[config.mk]
export PLATFORM = sky130hd
export DESIGN_NAME = gf2m_digit_mult
export DESIGN_NICKNAME = d
export VERILOG_FILES = /design/src/rtl/gf2m_pkg.sv /design/src/rtl/gf2m_mulx_d.sv /design/src/rtl/gf2m_digit_mult.sv
export SDC_FILE = /design/constraint.sdc
export NUM_CORES = 2
export LEC_CHECK = 0
export ABC_CLOCK_PERIOD_IN_PS = 3920
export BUFFER_PORTS_ARGS = -buffer_cell sky130_fd_sc_hd__buf_2
export CAP_MARGIN = 25
export CORE_MARGIN = 5
export CORE_UTILIZATION = 55
export DETAILED_ROUTE_END_ITERATION = 8
export GPL_TIMING_DRIVEN = 0
export PLACE_DENSITY = 0.77
export SLEW_MARGIN = 5
export SYNTH_ARGS = -nofsm -noshare
export SYNTH_HDL_FRONTEND = slang
export SYNTH_SLANG_ARGS = --single-unit
[constraint.sdc]
create_clock -name clk -period 3.92 [get_ports clk]
set_input_delay 0.196 -clock clk [delete_from_list [all_inputs] [get_ports clk]]
set_output_delay 0.196 -clock clk [all_outputs]
set_load 0.05 [all_outputs]
[src/rtl/gf2m_pkg.sv]
// gf2m_pkg: shared constants, FSM state type and cycle-count helper for the GF(2^m) multiplier.
package gf2m_pkg;

    localparam int GF_M = 163;
    localparam logic [162:0] GF_POLY_163 = 163'hC9;

    typedef enum logic [1:0] {IDLE, RUN, DONE} state_t;

    function automatic int ceil_div(input int n, input int d);
        return (n + d - 1) / d;
    endfunction

endpackage

[src/rtl/gf2m_mulx_d.sv]
// gf2m_mulx_d: combinational x^j multiples of an element of GF(2^M), j = 0..D.
//   x     in   M    field element
//   terms out  D*M  slice j holds x*x^j mod f, j = 0..D-1
//   x_d   out  M    x*x^D mod f
module gf2m_mulx_d
    import gf2m_pkg::*;
#(
    parameter int M = GF_M,
    parameter int D = 4,
    parameter logic [M-1:0] POLY = M'(GF_POLY_163)
) (
    input  logic [M-1:0]   x,
    output logic [D*M-1:0] terms,
    output logic [M-1:0]   x_d
);

    logic [M-1:0] t;

    // One shift per step; a bit leaving x^(M-1) folds back in as POLY.
    always_comb begin
        t = x;
        terms = '0;
        for (int j = 0; j < D; j++) begin
            terms[j*M +: M] = t;
            t = (t << 1) ^ (t[M-1] ? POLY : '0);
        end
        x_d = t;
    end

endmodule

[src/rtl/gf2m_digit_mult.sv]
// gf2m_digit_mult: digit-serial LSB-first GF(2^M) multiplier, z = a*b mod f, D bits of b per cycle.
//   clk, rst_n            clock, asynchronous active-low reset
//   in_valid / in_ready   operand handshake (a, b)
//   out_valid / out_ready result handshake (z)
//   busy                  high while the digit loop runs
//   GF2M_MULT_SQR_EN      adds input sqr: load B from a, giving z = a^2 mod f
module gf2m_digit_mult
    import gf2m_pkg::*;
#(
    parameter int M = GF_M,
    parameter int D = 4,
    parameter logic [M-1:0] POLY = M'(GF_POLY_163)
) (
    input  logic         clk,
    input  logic         rst_n,
    input  logic         in_valid,
    output logic         in_ready,
    input  logic [M-1:0] a,
    input  logic [M-1:0] b,
`ifdef GF2M_MULT_SQR_EN
    input  logic         sqr,
`endif
    output logic         out_valid,
    input  logic         out_ready,
    output logic [M-1:0] z,
    output logic         busy
);

    localparam int NDIG = ceil_div(M, D);
    localparam int CW = $clog2(NDIG + 1);
    localparam logic [CW-1:0] LAST = CW'(NDIG - 1);

    state_t         state;
    logic [M-1:0]   a_r, b_r, c_r, c_next, a_next, b_load;
    logic [D*M-1:0] terms;
    logic [CW-1:0]  cnt;
    logic           take;

    gf2m_mulx_d #(.M(M), .D(D), .POLY(POLY)) u_mulx (
        .x    (a_r),
        .terms(terms),
        .x_d  (a_next)
    );

    // b_r shifts in zeros, so a short final digit contributes nothing above bit M-1.
    always_comb begin
        c_next = c_r;
        for (int j = 0; j < D; j++)
            c_next = c_next ^ (b_r[j] ? terms[j*M +: M] : '0);
    end

`ifdef GF2M_MULT_SQR_EN
    assign b_load = sqr ? a : b;
`else
    assign b_load = b;
`endif

    // A finished result may hand over to the next operation in the same cycle.
    assign in_ready = (state == IDLE) | ((state == DONE) & out_ready);
    assign take = in_valid & in_ready;

    always_ff @(posedge clk or negedge rst_n) begin
        if (!rst_n) begin
            state     <= IDLE;
            a_r       <= '0;
            b_r       <= '0;
            c_r       <= '0;
            cnt       <= '0;
            z         <= '0;
            out_valid <= 1'b0;
            busy      <= 1'b0;
        end else if (take) begin
            a_r       <= a;
            b_r       <= b_load;
            c_r       <= '0;
            cnt       <= '0;
            state     <= RUN;
            busy      <= 1'b1;
            out_valid <= 1'b0;
        end else if (state == RUN) begin
            a_r <= a_next;
            b_r <= b_r >> D;
            c_r <= c_next;
            cnt <= cnt + 1'b1;
            if (cnt == LAST) begin
                z         <= c_next;
                state     <= DONE;
                busy      <= 1'b0;
                out_valid <= 1'b1;
            end
        end else if (state == DONE && out_ready) begin
            state     <= IDLE;
            out_valid <= 1'b0;
        end
    end

endmodule

==> flow_summary.yaml <==
status:
  status: "complete, no violations"
finish:
  n_fill_cell: 4496
  finalNetCount: 5159
  multiInputGateArea_um2: 16400
  final_common_cell: "nand2_1"
  final_util: 0.711
  final-seq-area_um2: 16500
  area_delta_synth_final_pct: 27.9
  drive_gt1_frac: 0.161
  mostFrequentLayoutCells: "nand2_1, dfrtp_1, buf_2"
cts:
  htreeDepth: 3
  clock_latency_ps: 610
  clock-sinks: 661
  cts_tree: "done"
  ctsRootBufferMaster: "clkbuf_16"
  clockBufferDepth: 3
  cts_made_buffers: 73
  cts_resized: 0
  clk_pin_slew_ps: 60
timing:
  finalSetupViolCount: 0
  hold_viol_final: 0
  rsz0062_at_grt: "false"
  period_needed_ps: 2530
  post-route-period-util: 0.646
  whs_ps: 42.2
  tightest_slew_ps: 1100
  finClkSkew_ps: 20.9
  relSlewSlack: 0.265
  fmax_mhz: 395
  drv_slew: 0
grt:
  grt_pass1_vias: 32700
  grt_max_degree: 112
  track_usage: 0.334
  grt-ovfl-total: 0
  grt_antenna_before_repair: 27
  grt_pass1_wl_mm: 180
synth:
  syn-num-nets: 4253
  synth.distinct_cells: 30
  synth_warnings: 0
  seq_area_frac_synth: 0.482
  avgSynthCellArea_um2: 8.75
  synth-seq-cells: 661
  syn_inst: 3921
  syn-cell-area_um2: 34300
die:
  die_y_um: 260
  dieArea_um2: 67500
  initial_utilization: 0.556
  core_um2: 61700
  die_x_um: 260
  io_pins: 496
  rows: 91
route:
  drtAntennaViolNets: 0
  via_per_inst: 5.65
  first_iter_violations: 3102
  first_pass_iters: 6
  vias: 32400
  wl_per_cell_um: 20.0
  drc: 0
  detail_route.wirelength_mm: 115
placed_design:
  gp_congestion: 0.919
  port_buffers: 495
  hpwl_mm: 75.8
power:
  p_leak_uw: 0.0201
  ir_worst_vdd_mv: 0.537
  power-per-cell-area_nw_per_um2: 1060
setup_path:
  crit_path_start_kind: "flip-flop"
  crit_arrival_ps: 3080
  worst-setup-path-type: "flip-flop to flip-flop"
  critPathCaptureType: "flip-flop"
  crit_required_ps: 4470
  cp_max_fo: 10
  worst-r2r-setup-slack_ps: 1390
job:
  maxCapViolCount: 0
worst_hold_path:
  hold_class: "input port to flip-flop"
## timing repair
action | 4_1_cts | 5_1_grt
hold buffers | 327 | 0
hold endpoints to repair | 393 | 0
setup buffers | 0 | 0
## worst paths after layout
check                                   endpoint  cells after the start                   from
max in group asynchronous    b_r[73]$_DFFE_PN0P_                      5                  rst_n
min in group asynchronous      z[93]$_DFFE_PN0P_                      2                  rst_n
setup / recovery            b_r[146]$_DFFE_PN0P_                      5  out_valid$_DFFE_PN0P_
setup reg to reg            b_r[146]$_DFFE_PN0P_                      5  out_valid$_DFFE_PN0P_
hold / removal             out_valid$_DFFE_PN0P_                      4              out_ready
hold reg to reg                z[86]$_DFFE_PN0P_                      2      z[86]$_DFFE_PN0P_
## Yosys cell counts
library cell  instances  area [um2]
nand3_1             163         816
a31oi_1               4        25.0
clkbuf_1            107         402
inv_1                 5        18.8
buf_6                 5        56.3
xnor3_1               2        45.0
o31ai_1               1        7.51
buf_4                14         105
a221o_1               1        10.0
nor2b_1               1        6.26
or3_1                 1        6.26
ha_1                  2        25.0
nor2_1               10        37.5
nand2_1            1473        5530
xor2_2                2        32.5
o21ai_1               1        5.00
xnor2_2               1        16.3
xnor2_1             487        4270
a21oi_1               3        15.0
or2_1                 1        6.26
dfrtp_1             661       16500
xor2_1              173        1520
a22oi_1             317        2380
buf_2               141         706
a211oi_2              1        12.5
nand2_2               1        6.26
o21ai_2               2        17.5
nand4_1               3        18.8
buf_1                 8        30.0
o21ai_0             330        1650
## per-layer routing
metal / share of wire / track usage / vias to the layer above
li1: - / - / 14700
met1: 0.39 / 0.423 / 15700
met2: 0.47 / 0.544 / 1621
met3: 0.076 / 0.0634 / 502
met4: 0.067 / 0.187 / 8
met5: 0.00044 / 0 / -
## per-stage QoR
stage	instances	power, uW	setup WS (ps)	TNS [ps]	instance area, um2
after CTS	5716	45800	1300	0	43800
after detailed placement	5261	38200	1320	0	38000
after global placement	5253	37300	-11300	-7380940	37800
final	5746	46300	1390	0	43900
after global routing	5733	49500	1300	0	43900
after floorplan	3921	31500	1520	0	34300
## logic make-up (layout without fill, tap and decap cells)
family          count (synthesis)  count (layout)  share of synthesized area
simple gates                 1653            1653                      0.187
xor+xnor                      665             665                      0.171
flops                         661             661                      0.482
compound gates                660             660                      0.120
buf+inv                       280            1239                     0.0384
fa+ha+maj                       2               2                   0.000729
other cells                     0              29                          0
## sequential cells by signal, indices dropped and copies added (netlist names)
register and count:
b_r 163, c_r 163, z 163, out_valid 1
a_r 163, state 1, busy 1, cnt 6
## worst max-delay path, cell delays in order, from the launching register on
cell and delay, ps:
dfrtp_1 440, a211oi_2 500, clkbuf_1 870, buf_2 410, a22oi_1 140, nand2_1 100
## final cells by class
type,count,area share
flip-flops and latches,661,0.377
inverters,5,0.000428
plain buffers,275,0.0296
clock buffers,106,0.0491
repair buffers,831,0.136
multi-input cells,2980,0.375
well taps,837,0.0239
clock inverters,22,0.00767
diodes,29,0.00165
## power breakdown
part           internal [uW]  total [uW]  switching, uW  leakage, uW
registers              10400       13400           3020      0.00834
clock network           4340        7240           2890      0.00122
logic                   9440       25700          16300       0.0105
Note: power is estimated with default switching activity, not from simulation.
